--- src/rtl/sync_debounce_pkg.sv ---
// Shared constants and helpers for the multi-channel synchroniser/debouncer.
// The optional glitch counter is enabled with the GLITCH_COUNTER_EN macro.
package sync_debounce_pkg;

   localparam int GLITCH_CNT_W = 8;
   localparam logic [GLITCH_CNT_W-1:0] GLITCH_CNT_MAX = 8'hFF;

   function automatic int cnt_width(input int n);
      return (n <= 1) ? 1 : $clog2(n);
   endfunction

endpackage

--- src/rtl/sync_debounce_channel.sv ---
// One input line: flop-chain synchroniser, stability counter, edge strobes.
// Saturating glitch counter present only when GLITCH_COUNTER_EN is defined.
module sync_debounce_channel
   import sync_debounce_pkg::*;
#(
   parameter int SYNC_STAGES     = 2,
   parameter int DEBOUNCE_CYCLES = 8,
   parameter int RESET_LEVEL     = 1
) (
   input  logic                    control_clock,
   input  logic                    reset,
   input  logic                    raw,
   input  logic                    glitch_clear,
   output logic                    level,
   output logic                    rise,
   output logic                    fall,
   output logic [GLITCH_CNT_W-1:0] glitch_count
);

   localparam int CNT_W = cnt_width(DEBOUNCE_CYCLES);
   localparam logic [CNT_W-1:0] CNT_MAX = CNT_W'(DEBOUNCE_CYCLES - 1);
   localparam logic RL = 1'(RESET_LEVEL);

   logic [SYNC_STAGES-1:0] sync_q;
   logic                   sync_out;
   logic [CNT_W-1:0]       cnt;

   assign sync_out = sync_q[SYNC_STAGES-1];

   always_ff @(posedge control_clock) begin
      if (reset) begin
         sync_q <= {SYNC_STAGES{RL}};
      end else begin
         sync_q <= {sync_q[SYNC_STAGES-2:0], raw};
      end
   end

   // Any cycle agreeing with the current level restarts the stability run.
   always_ff @(posedge control_clock) begin
      if (reset) begin
         level <= RL;
         cnt   <= '0;
         rise  <= 1'b0;
         fall  <= 1'b0;
      end else begin
         rise <= 1'b0;
         fall <= 1'b0;
         if (sync_out == level) begin
            cnt <= '0;
         end else if (cnt == CNT_MAX) begin
            level <= sync_out;
            cnt   <= '0;
            rise  <= sync_out;
            fall  <= ~sync_out;
         end else begin
            cnt <= cnt + 1'b1;
         end
      end
   end

`ifdef GLITCH_COUNTER_EN
   logic [GLITCH_CNT_W-1:0] glitch_q;

   always_ff @(posedge control_clock) begin
      if (reset || glitch_clear) begin
         glitch_q <= '0;
      end else if ((sync_out == level) && (cnt != '0) && (glitch_q != GLITCH_CNT_MAX)) begin
         glitch_q <= glitch_q + 1'b1;
      end
   end

   assign glitch_count = glitch_q;
`else
   logic unused_glitch_clear;

   assign unused_glitch_clear = glitch_clear;
   assign glitch_count        = '0;
`endif

endmodule

--- src/rtl/multi_channel_sync_debounce.sv ---
// CHANNELS independent pad inputs brought into control_clock, debounced, with edge strobes.
// Per-channel glitch counters exist only when GLITCH_COUNTER_EN is defined.
module multi_channel_sync_debounce
   import sync_debounce_pkg::*;
#(
   parameter int CHANNELS        = 2,
   parameter int SYNC_STAGES     = 2,
   parameter int DEBOUNCE_CYCLES = 8,
   parameter int RESET_LEVEL     = 1
) (
   input  logic                             control_clock,
   input  logic                             reset,
   input  logic [CHANNELS-1:0]              input_data,
   output logic [CHANNELS-1:0]              output_data,
   output logic [CHANNELS-1:0]              rise_pulse,
   output logic [CHANNELS-1:0]              fall_pulse,
   input  logic                             glitch_clear,
   output logic [GLITCH_CNT_W*CHANNELS-1:0] glitch_count
);

   for (genvar i = 0; i < CHANNELS; i++) begin : g_ch
      sync_debounce_channel #(
         .SYNC_STAGES     (SYNC_STAGES),
         .DEBOUNCE_CYCLES (DEBOUNCE_CYCLES),
         .RESET_LEVEL     (RESET_LEVEL)
      ) u_ch (
         .control_clock (control_clock),
         .reset         (reset),
         .raw           (input_data[i]),
         .glitch_clear  (glitch_clear),
         .level         (output_data[i]),
         .rise          (rise_pulse[i]),
         .fall          (fall_pulse[i]),
         .glitch_count  (glitch_count[GLITCH_CNT_W*i +: GLITCH_CNT_W])
      );
   end

endmodule

--- config.mk ---
export PLATFORM = sky130hd
export DESIGN_NAME = multi_channel_sync_debounce
export DESIGN_NICKNAME = d
export VERILOG_FILES = /design/src/rtl/sync_debounce_pkg.sv /design/src/rtl/sync_debounce_channel.sv /design/src/rtl/multi_channel_sync_debounce.sv
export SDC_FILE = /design/constraint.sdc
export NUM_CORES = 1
export LEC_CHECK = 0
export ABC_CLOCK_PERIOD_IN_PS = 1200
export CAP_MARGIN = 20
export CORE_MARGIN = 2
export CORE_UTILIZATION = 51
export CTS_BUF_LIST = sky130_fd_sc_hd__clkbuf_8 sky130_fd_sc_hd__clkbuf_16
export DETAILED_ROUTE_END_ITERATION = 10
export DONT_BUFFER_PORTS = 1
export PLACE_DENSITY = 0.69
export SKIP_LAST_GASP = 1
export SYNTH_ARGS = -nofsm -noshare
export SYNTH_HDL_FRONTEND = slang
export SYNTH_SLANG_ARGS = --single-unit
--- constraint.sdc ---
create_clock -name control_clock -period 1.2 [get_ports control_clock]
set_input_delay 0.06 -clock control_clock [delete_from_list [all_inputs] [get_ports control_clock]]
set_output_delay 0.06 -clock control_clock [all_outputs]
set_load 0.01 [all_outputs]
# Yosys cells after proc, flatten, opt, wreduce, memory -nomap -nowiden
# Cells that the tools add are included.
dict set report totals {
  register_bits 16
  wordCells 28
}
dict set report classes {
  add_sub_neg 2
  eq_ne 4
  bitwise 6
  reduce_logical 6
}
# cell n
set ops {}
lappend ops {{3-bit OR reduction} 4}
lappend ops {{3-bit by 1-bit adder with 3-bit output, second input constant} 2}
lappend ops {{3-bit equality test, second input constant} 2}
lappend ops {{1-bit NOT} 6}
lappend ops {{2-bit AND reduction} 2}
lappend ops {{1-bit equality test} 2}

# Logic depth before layout (Yosys ltp)
# Gate-level depths: netlist (run 1).
dict set report depth {
  depth_word 3
  mapped_depth 4
  mapped_depth_nobuf 4
}

# By module
# From an unflattened synthesis (run 1), not the netlist that was laid out.
dict set report unflattened {
  hier_cells 58
  area_unflattened_um2 670.6
}
# mod instances cells_each area_each_um2
set modules_own_cells {}
lappend modules_own_cells {sync_debounce_channel 2 29 335.3}

# Worst setup path after synthesis (run 1)
# Ideal clock, no wire load.
dict set report synth_path {
  kind {reg-to-reg}
  from {register g_ch[0].u_ch.cnt[0]}
  to {register g_ch[0].u_ch.level}
  setup_ps 120
  t_arrival_ps 1030
  path_slack_ps 50
  stages_incl_launch_ff 4
  path_buffers 0
  path_cell_list {dfxtp_1 -> ha_1 -> ha_1 -> a211o_2}
}
dict set report synth_between {
  elab_chain_len 2
}
# element line_no
set synth_rtl {}
lappend synth_rtl {{start, declared} sync_debounce_channel.sv:26} ;# logic [CNT_W-1:0] cnt;
lappend synth_rtl {{start signal, assigned} sync_debounce_channel.sv:56} ;# cnt <= cnt + 1'b1;
lappend synth_rtl {{3-bit equality test} sync_debounce_channel.sv:50} ;# end else if (cnt == CNT_MAX) begin
lappend synth_rtl {{2-bit AND reduction (no source line)} -}
lappend synth_rtl {{end signal, assigned} sync_debounce_channel.sv:51} ;# level <= sync_out;
lappend synth_rtl {{end, declared} sync_debounce_channel.sv:14} ;# output logic level,
# No other way between the ends.
# A chain may end at the register's enable or synchronous reset.

# Final worst setup path (run 1)
# Same ends and word-level chain as after synthesis.

==> summary.md, run 1 <==
| Metric | Value |
|---|---|
| Final layout net count | `73` |
| Setup CP Type | `reg -> reg` |
| Iteration-0 DRC Markers | `0` |
| Setup bufs post-CTS | `0` |
| Die area | `1720 µm²` |
| Slack of the critical path | `0.0481 ns` |
| Synth top area share | `0.447` |
| Slowest Stage Delay on Critical Path | `0.32 ns` |
| Largest area contributor in the netlist | `dfxtp_1` |
| Num ports | `27` |
| Final core occ | `0.567` |
| Clock Path Buffers | `2` |
| Rows | `13` |
| Top-count cell post-synth | `buf_4` |
| Final Hold Slack | `approximately 0.064 ns` |
| Largest net degree at the start of global routing | `13` |
| Net Sw Power | `around 0.21 mW` |
| Starting Density | `0.551` |
| DRC violation count after routing | `0` |
| Post-Route Skew | `0.00525 ns` |
| WP data required | `1.34 ns` |
| Sw frac | `0.199` |
| DR vias | `~360` |
| Final Slew Violations | `0` |
| Post-synth EDFFs | `0` |
| Highest Clock Rate | `0.868 GHz` |
| Vias in the first global route | `295` |
| Ys async rst share | `0` |
| Initial antenna violation count | `0` |
| Unrepaired setup endpoints after global routing | `no` |
| Yosys reg bits | `16` |
| Post-route ant nets | `0` |
| Top FF cell, synth | `dfxtp_1` |
| Crit end category | `flip-flop` |
| P&R area growth vs syn | `2.97%` |
| Chip width | `approximately 41 µm` |
| Peak supply drop | `0.000851 V` |
| Post-Synthesis Cell Area | `just over 700 µm²` |
| Final wirelength | `859 µm` |
| Worst skew pair latency | `0.25 ns` |
| Inserted Diodes | `0` |
| DP HPWL | `549 µm` |
| Outcome | `complete, no violations` |
| Count of final setup violators | `0` |
| Synth Warn # | `0` |
| Gr usage total | `0.107` |
| CTS tree | `yes` |
| H-tree Lvls | `1` |
| Cts bufs inserted | `3` |
| Fill cell count | `114` |
| Worst hold path class | `in -> reg` |
| Root Buffer | `clkbuf_8` |
| Post-Layout Cell Count | `78` |
| Period utilisation layout | `0.960` |
| Design Power | `1.06 mW` |
| Gate Count Post-Synth | `64` |
| Area of the core | `1300 µm²` |
| Worst-path cell chain | `ha_1 > ha_4 > a211o_2` |
| Internal | `0.846 mW` |
| Register area share after synthesis | `0.447` |
| Max-cap viol count | `0` |
| Die height | `41.5 µm` |
| Worst EP arrival | `1.29 ns` |
| Final worst path period need | `~1.2 ns` |
| Clk pin slew, worst setup/hold paths | `0.06 ns` |
| Critical Path Fanout Max | `7` |
| Synth unique cells | `12` |
| Final Hold Vio Count | `0` |
| Clock power share | `0.439` |
| CTS sink cnt | `16` |
| Post-Synthesis Mean Instance Area | `between 10 and 15 µm²` |
| Ranking of synthesized cells by area | `dfxtp_1 (45%), buf_4 (23%), and4bb_2 (7.0%)` |
| PD cells | `around 1400 nW/µm²` |
| DR pass1 iterations | `1` |
| Final weighted congestion in routability-driven placement | `0.711` |
| Dpl ws | `-0.0193 ns` |
| Cell with the largest stage delay on the worst path | `a211o_2` |
| Placed cell count | `71` |
| First-pass GRT wire length | `between 1000 and 1500 µm` |
| DR WL/cell | `11.0 µm` |
| Combinational share of power | `0.047` |
| Grt total ovfl | `0` |
| CP startpoint kind | `flip-flop` |
| Vias/cell | `roughly 4.6` |
| Register share of total power | `0.515` |
| Layout cell share with drive strength beyond 1 | `0.270` |
| Port bufs | `0` |
| Post-synth top cells | `buf_4 (22), dfxtp_1 (16)` |
| Leak | `0.305 nW` |
==> per-layer routing <==
metal / up-vias / share of wire / track usage
li1: 177 / - / -
met1: 159 / 0.46 / 0.107
met2: 20 / 0.41 / 0.144
met3: 5 / 0.098 / 0.0783
met4: 0 / 0.035 / 0.0968
met5: - / 0 / 0
==> area by class of cell <==
class	count	area, µm²	share of cell area
clock buffers	4	55.1	0.0746
multi-input cells	40	314	0.425
flip-flops and latches	16	320	0.434
well taps	15	18.8	0.0254
repair buffers	3	30.0	0.0407
==> flip-flops by register name (all words and copies together) (netlist names) <==
signal and cells:
g_ch.u_ch.level 2, g_ch.u_ch.sync_q 4, g_ch.u_ch.cnt 6, g_ch.u_ch.fall 2, g_ch.u_ch.rise 2
==> power by group through the flow <==
stage	registers (mW)	clock network (mW)	logic (mW)
finish	0.544	0.464	0.0495
global route	0.545	0.508	0.0548
CTS	0.544	0.482	0.0476
detailed placement	0.556	0	0.0350
global placement	0.556	0	0.0346
floorplan	0.555	0	0.0764
==> cells by family (layout without fill, tap and decap cells) <==
logic type	Yosys count	after routing	share of synthesized area
buf+inv	23	7	0.237
flops	16	16	0.447
simple gates	16	16	0.188
fa+ha+maj	4	4	0.0698
compound gates	2	2	0.0279
xor+xnor	2	2	0.0244
other cells	1	16	0.00523
==> per-stage QoR <==
stage | instance area [µm²] | setup TNS [ns]
floorplan | 773 | 0
global placement | 622 | 0
detailed placement | 622 | -0.0342
CTS | 712 | 0
global route | 738 | 0
finish | 738 | 0
==> placed cells by master (no fill, tap or decap) <==
master         count
nor4_1             2
a211o_2            2
conb_1            16
dfxtp_1           16
nor2b_1            2
clkbuf_8           4
or2_2              4
xnor2_1            2
nor4b_1            3
dlygate4sd3_1      3
nor4b_2            1
ha_4               2
and4bb_2           4
ha_1               2
==> final timing paths <==
path                                                         from                                 to  slack [ns]  cells after the start
worst min register to register  g_ch[1].u_ch.sync_q[0]$_SDFF_PP1_  g_ch[1].u_ch.sync_q[1]$_SDFF_PP1_        0.40                      1
worst min-delay path                                        reset       g_ch[1].u_ch.fall$_SDFF_PP0_        0.06                      1
worst max-delay path               g_ch[0].u_ch.cnt[0]$_SDFF_PP0_    g_ch[0].u_ch.level$_SDFFE_PP1P_        0.05                      3
worst max register to register     g_ch[0].u_ch.cnt[0]$_SDFF_PP0_    g_ch[0].u_ch.level$_SDFFE_PP1P_        0.05                      3
==> critical path: cells and delay by family, from the launching register on <==
kind            cells  cell delay, ns
compound gates      1            0.32
fa+ha+maj           2            0.41
flops               1            0.31
==> timing repair <==
action	CTS	global route
hold buffers	3	0
setup endpoints to repair	2	3
resized for setup	2	3
endpoints found under the hold margin	12	0
Note: power is estimated with default switching activity, not from simulation.
==> run 2, diff against run 1 <==
Settings changed: SYNTH_HIERARCHICAL from default to 1.
==> run 2 against run 1 <==
Power down 8.6%. Area after synthesis down 6.5%. Clock power down 19%. Wire length down 7.5%. Non-clock buffer count unchanged.
==> summary.md, run 2 <==
| Metric | Value |
|---|---|
| DR vias | `363 (+0.55%)` |
| Die area | `1620 µm² (-5.9%)` |
| Max-cap viol count | `0 (unchanged)` |
| PD cells | `1330 nW/µm² (-6.9%)` |
| Port bufs | `0 (unchanged)` |
| Layout cell share with drive strength beyond 1 | `0.258 (-0.0118)` |
| Gr usage total | `0.117 (+0.0101)` |
| Inserted Diodes | `0 (unchanged)` |
| Most frequent cells in the layout | `conb_1 (16), dfxtp_1 (16), and4bb_2 (4), or2_2 (4)` |
| Post-Synthesis Cell Area | `671 µm² (-6.5%)` |
| Cts bufs inserted | `3 (unchanged)` |
| Synth Warn # | `6 (+6)` |
| Yosys reg bits | `16 (unchanged)` |
| DR WL/cell | `10.3 µm (-6.2%)` |
| Largest net degree at the start of global routing | `13 (unchanged)` |
| Worst hold start | `reset` |
| Iteration-0 DRC Markers | `2 (+2)` |
| Mux cell area share after synthesis | `0 (unchanged)` |
| Final layout net count | `73 (unchanged)` |
| Clock Path Buffers | `2 (unchanged)` |
| RR Endpoint | `g_ch[0].u_ch/level$_SDFFE_PP1P_` |
| Setup CP Type | `reg -> reg` |
| Rows | `13 (unchanged)` |
| Crit end category | `flip-flop` |
| WHS Endpoint | `g_ch[1].u_ch/fall$_SDFF_PP0_` |
| Critical Path Fanout Max | `7 (unchanged)` |
| Reg with most FFs | `g_ch.u_ch/cnt` |
| Highest Clock Rate | `0.870 GHz (+0.26%)` |
| Placed cell count | `71 (unchanged)` |
| CP startpoint kind | `flip-flop` |
| Synth unique cells | `11 (-1)` |
| Num ports | `27 (unchanged)` |
| Simple-Gate Fraction of Synth Area | `0.201 (+0.0130)` |
| H-tree Lvls | `1 (unchanged)` |
| Outcome | `complete, no violations` |
| Post-Layout Cell Count | `77 (-1.3%)` |
| Worst R2R Path Depth | `3 (unchanged)` |
| Count of final setup violators | `0 (unchanged)` |
| Post-route ant nets | `0 (unchanged)` |
| Synth top area share | `0.478 (+0.0308)` |
| Peak supply drop | `0.000737 V (-13%)` |
| P&R area growth vs syn | `8.02%` |
| Slack of the critical path | `0.0511 ns (+0.00298 ns)` |
| DRC violation count after routing | `0 (unchanged)` |
| Final Slew Violations | `0 (unchanged)` |
| DR pass1 iterations | `4 (+3)` |
| Unrepaired setup endpoints after global routing | `no` |
| Final Hold Slack | `0.0778 ns (+0.0137 ns)` |
| Post-synthesis compound-gate area fraction | `0.0299 (+0.00193)` |
| Clk pin slew, worst setup/hold paths | `0.06 ns (about the same)` |
| Grt total ovfl | `0 (unchanged)` |
| Top FF cell, synth | `dfxtp_1` |
| Chip width | `40.3 µm (-3.0%)` |
| Worst skew pair latency | `0.24 ns (about the same)` |
| Period utilisation layout | `0.957 (-0.00249)` |
| Post-synth EDFFs | `0 (unchanged)` |
| Worst EP arrival | `1.28 ns (about the same)` |
| Ys async rst share | `0 (unchanged)` |
| Initial antenna violation count | `0 (unchanged)` |
| Largest family of logic cells by synthesized area | `simple AND/OR/NAND/NOR gates` |
| Final Hold Vio Count | `0 (unchanged)` |
| Hold depth | `1 (unchanged)` |
| Starting Density | `0.529 (-0.0224)` |
| First-pass GRT wire length | `1190 µm (-6.5%)` |
| CTS tree | `yes` |
| Largest area contributor in the netlist | `dfxtp_1` |
| Biggest regs | `g_ch.u_ch/cnt: 6 flops, g_ch.u_ch/sync_q: 4 flops` |
| DP HPWL | `506 µm (-7.8%)` |
| Crit Reg-Reg Startpoint | `g_ch[0].u_ch/cnt[0]$_SDFF_PP0_` |
| Vias in the first global route | `288 (-2.4%)` |
| Post-Route Skew | `0.00135 ns (-0.00390 ns)` |
| Post-Synth Adder-Cell Area | `0.0746 (+0.00482)` |
| Dpl ws | `-0.0160 ns (+0.00326 ns)` |
| Leak | `0.298 nW (-2.4%)` |
| WP data required | `1.33 ns (about the same)` |
| Setup TNS | `0 ns (unchanged)` |
| Ranking of synthesized cells by area | `dfxtp_1 (48%), buf_4 (18%), and4bb_2 (7.5%)` |
| Gate Count Post-Synth | `58 (-9.4%)` |
| Die height | `40.3 µm (-3.0%)` |
| Final weighted congestion in routability-driven placement | `0.650 (-8.6%)` |
| CTS sink cnt | `16 (unchanged)` |
| Post-Synthesis Mean Instance Area | `11.6 µm² (+3.2%)` |
| Area of the core | `1270 µm² (-2.5%)` |
| Root Buffer | `clkbuf_8` |
| Post-synth top cells | `buf_4 (16), dfxtp_1 (16)` |
| Worst hold path class | `in -> reg` |
| Final worst path period need | `1.15 ns (-0.00298 ns)` |
| Register area share after synthesis | `0.478 (+0.0308)` |
| Xor/xnor share of the synthesized area | `0.0261 (+0.00169)` |
| Fill cell count | `113 (-0.88%)` |
| Largest register FFs | `6 (unchanged)` |
| Final wirelength | `795 µm (-7.5%)` |
| Vias/cell | `4.71 (+1.9%)` |
| Reg2Reg Setup Slack | `0.05 ns (about the same)` |
| Setup bufs post-CTS | `0 (unchanged)` |
run 2: through the flow:
step                       util  area, µm²  total power [mW]
after CTS                 0.550        698             0.981
final                     0.571        724             0.966
after floorplan               -        723             0.627
after detailed placement  0.490        622             0.590
after global placement    0.490        622             0.590
after global routing      0.571        724              1.02
run 2: layer usage:
metal / up-vias / track usage / wire (µm) / part of all wire
met1: 173 / 0.128 / 363 / 0.46
li1: 179 / - / - / -
met4: 0 / 0.100 / 8 / 0.010
met5: - / 0 / 0 / 0
met2: 9 / 0.181 / 385 / 0.48
met3: 2 / 0.0389 / 37 / 0.047
run 2: what timing repair did:
| item | 4_1_cts | 5_1_grt |
|---|---|---|
| setup endpoints to repair | 2 | 3 |
| gates resized for setup | 2 | 3 |
| hold endpoints to repair | 12 | 0 |
| pin swaps | 0 | 0 |
| hold buffers | 3 | 0 |
run 2: layout make-up:
| type | instances | area (µm²) | share of cell area |
|---|---|---|---|
| clock buffer | 3 | 41.3 | 0.0570 |
| multi-input combinational | 40 | 314 | 0.434 |
| sequential | 16 | 320 | 0.442 |
| tap | 15 | 18.8 | 0.0259 |
| timing repair buffer | 3 | 30.0 | 0.0415 |
run 2: where the power goes:
part	internal [mW]	total (mW)	switching [mW]
logic	0.0158	0.0482	0.0323
clock network	0.221	0.374	0.153
registers	0.540	0.544	0.00438
run 2: cells by family (layout without fill, tap and decap cells):
| kind of cell | after synthesis | in the layout |
|---|---|---|
| flip-flops | 16 | 16 |
| AND/OR/NAND/NOR | 16 | 16 |
| buffers and inverters | 16 | 6 |
| adder cells (fa/ha/maj) | 4 | 4 |
| other | 2 | 16 |
| AO/OA/AOI/OAI | 2 | 2 |
| XOR/XNOR | 2 | 2 |
run 2: worst max-delay path by stage:
stage	slack (ns)	cells past startpoint	from	endpoint
2_1_floorplan	0.05	3	g_ch[0].u_ch/cnt[0]$_SDFF_PP0_	g_ch[0].u_ch/level$_SDFFE_PP1P_
3_3_place_gp	-0.005	3	g_ch[0].u_ch/cnt[0]$_SDFF_PP0_	g_ch[0].u_ch/level$_SDFFE_PP1P_
3_5_place_dp	-0.02	3	g_ch[1].u_ch/cnt[0]$_SDFF_PP0_	g_ch[1].u_ch/level$_SDFFE_PP1P_
4_1_cts	0.03	4	g_ch[1].u_ch/cnt[0]$_SDFF_PP0_	g_ch[1].u_ch/level$_SDFFE_PP1P_
5_1_grt	0.01	3	g_ch[1].u_ch/cnt[0]$_SDFF_PP0_	g_ch[1].u_ch/level$_SDFFE_PP1P_
6_report	0.05	3	g_ch[0].u_ch/cnt[0]$_SDFF_PP0_	g_ch[0].u_ch/level$_SDFFE_PP1P_
run 2: worst max-delay path, cell delays in order (launching register included):
cell	delay (ns)
dfxtp_1	0.31
ha_1	0.22
ha_4	0.19
a211o_2	0.32
==> run 3, diff against run 2 <==
Settings changed: MAX_ROUTING_LAYER from default to met4.
==> run 3 against run 2 <==
Power hardly changed. Clock skew hardly changed. Count of clock-buffer cells in the layout stayed put. Register-to-register slack hardly changed. Hold slack hardly changed. Fmax hardly changed. Sequential share of layout area stayed put. Clock power hardly changed. Non-clock buffer count stayed put. Largest cell class unchanged. Largest power group unchanged.
==> summary.md, run 3 (synthesized netlist as in run 2, its figures left out) <==
| Metric | Value |
|---|---|
| Setup TNS | `0 ns (unchanged)` |
| Area of the core | `1270 µm² (unchanged)` |
| Clk pin slew, worst setup/hold paths | `0.06 ns (about the same)` |
| Layout cell share with drive strength beyond 1 | `0.258 (unchanged)` |
| Port bufs | `0 (unchanged)` |
| Post-Layout Cell Count | `77 (unchanged)` |
| DR WL/cell | `10.4 µm (+0.38%)` |
| CTS tree | `yes` |
| Vias in the first global route | `286 (-0.69%)` |
| Die area | `1620 µm² (unchanged)` |
| Crit end category | `flip-flop` |
| Placed cell count | `71 (unchanged)` |
| Final weighted congestion in routability-driven placement | `0.655 (+0.89%)` |
| Final worst path period need | `1.15 ns (-0.0000173 ns)` |
| Final core occ | `0.571 (unchanged)` |
| Worst EP arrival | `1.28 ns (about the same)` |
| Largest register FFs | `6 (unchanged)` |
| Crit Reg-Reg Startpoint | `g_ch[0].u_ch/cnt[0]$_SDFF_PP0_` |
| Initial antenna violation count | `0 (unchanged)` |
| Chip width | `40.3 µm (unchanged)` |
| Biggest regs | `g_ch.u_ch/cnt: 6 flops, g_ch.u_ch/sync_q: 4 flops` |
| Rows | `13 (unchanged)` |
| Highest Clock Rate | `0.870 GHz (about the same)` |
| Iteration-0 DRC Markers | `2 (unchanged)` |
| Worst hold start | `reset` |
| Dpl ws | `-0.0160 ns (unchanged)` |
| Peak supply drop | `0.000736 V (-0.16%)` |
| Post-route ant nets | `0 (unchanged)` |
| Inserted Diodes | `0 (unchanged)` |
| First-pass GRT wire length | `1190 µm (unchanged)` |
| Final layout net count | `73 (unchanged)` |
| Fill cell count | `113 (unchanged)` |
| Largest net degree at the start of global routing | `13 (unchanged)` |
| Multi-input gate area | `314 µm² (unchanged)` |
| PD cells | `1330 nW/µm² (about the same)` |
| Num ports | `27 (unchanged)` |
| Root Buffer | `clkbuf_8` |
| Final Hold Vio Count | `0 (unchanged)` |
| Grt total ovfl | `0 (unchanged)` |
| Gr usage total | `0.121 (+0.00336)` |
| Outcome | `complete, no violations` |
| Unrepaired setup endpoints after global routing | `no` |
| Setup CP Type | `reg -> reg` |
| Post-Route Skew | `0.00135 ns (+0.00000397 ns)` |
| Reg with most FFs | `g_ch.u_ch/cnt` |
| H-tree Lvls | `1 (unchanged)` |
| CTS sink cnt | `16 (unchanged)` |
| Slack of the critical path | `0.0511 ns (+0.0000173 ns)` |
| P&R area growth vs syn | `8.02% (unchanged)` |
| Worst hold path class | `in -> reg` |
| DRC violation count after routing | `0 (unchanged)` |
| DP HPWL | `506 µm (unchanged)` |
| Setup bufs post-CTS | `0 (unchanged)` |
| Starting Density | `0.529 (unchanged)` |
| Die height | `40.3 µm (unchanged)` |
| CP startpoint kind | `flip-flop` |
| Final wirelength | `798 µm (+0.38%)` |
| DR vias | `358 (-1.4%)` |
| Leak | `0.298 nW (unchanged)` |
| Critical Path Source | `g_ch[0].u_ch/cnt[0]$_SDFF_PP0_` |
| WP data required | `1.33 ns (about the same)` |
| Critical Path Fanout Max | `7 (unchanged)` |
| Final Slew Violations | `0 (unchanged)` |
| Count of final setup violators | `0 (unchanged)` |
| Vias/cell | `4.65 (-1.4%)` |
| DR pass1 iterations | `2 (-2)` |
| Most frequent cells in the layout | `conb_1 (16), dfxtp_1 (16), and4bb_2 (4), or2_2 (4)` |
| Clock Path Buffers | `2 (unchanged)` |
| Cts bufs inserted | `3 (unchanged)` |
| Period utilisation layout | `0.957 (about the same)` |
| Worst skew pair latency | `0.24 ns (about the same)` |
| Sequential cell area | `320 µm² (unchanged)` |
| Max-cap viol count | `0 (unchanged)` |
## run 3: cell counts in the layout (fill, tap and decap cells not counted)
No cell type changed its count.
## run 3: power breakdown
group | total, mW | internal [mW] | switching (mW)
logic | 0.0483 | 0.0158 | 0.0324
clock network | 0.374 | 0.221 | 0.153
registers | 0.544 | 0.540 | 0.00434
total | 0.966 | 0.777 | 0.189
## run 3: metrics by stage
stage	power, mW	area [µm²]	hold slack (ns)
6_report	0.966	724	0.0779
5_1_grt	1.02	724	0.0613
4_1_cts	0.981	698	0.0734
3_5_place_dp	0.590	622	0.143
3_3_place_gp	0.590	622	0.140
2_1_floorplan	0.627	723	0.139
## run 3: layer usage
layer,global-route usage,vias up,share of wire
met5,-,-,0
li1,-,178,-
met4,0.100,0,0.010
met2,0.181,9,0.48
met1,0.128,169,0.46
met3,0.0389,2,0.046
## run 3: worst paths after layout
kind,to,slack [ns],cells after the start
worst max-delay path,g_ch[0].u_ch/level$_SDFFE_PP1P_,0.05,3
worst min-delay path,g_ch[1].u_ch/fall$_SDFF_PP0_,0.08,1
worst min register to register,g_ch[0].u_ch/sync_q[1]$_SDFF_PP1_,0.41,1
worst max register to register,g_ch[0].u_ch/level$_SDFFE_PP1P_,0.05,3
## run 3: worst max-delay path: stages, from the launching register on
cell and delay (ns):
dfxtp_1 0.31, ha_1 0.22, ha_4 0.19, a211o_2 0.32
## run 3: cell type report
type / instances / share of cell area
well taps: 15 / 0.0259
multi-input cells: 40 / 0.434
repair buffers: 3 / 0.0415
flip-flops and latches: 16 / 0.442
clock buffers: 3 / 0.0570
## run 3: repair_timing
item | CTS | global route
setup endpoints to repair | 2 | 3
hold buffers | 3 | 0
resized for setup | 2 | 3
endpoints found under the hold margin | 12 | 0
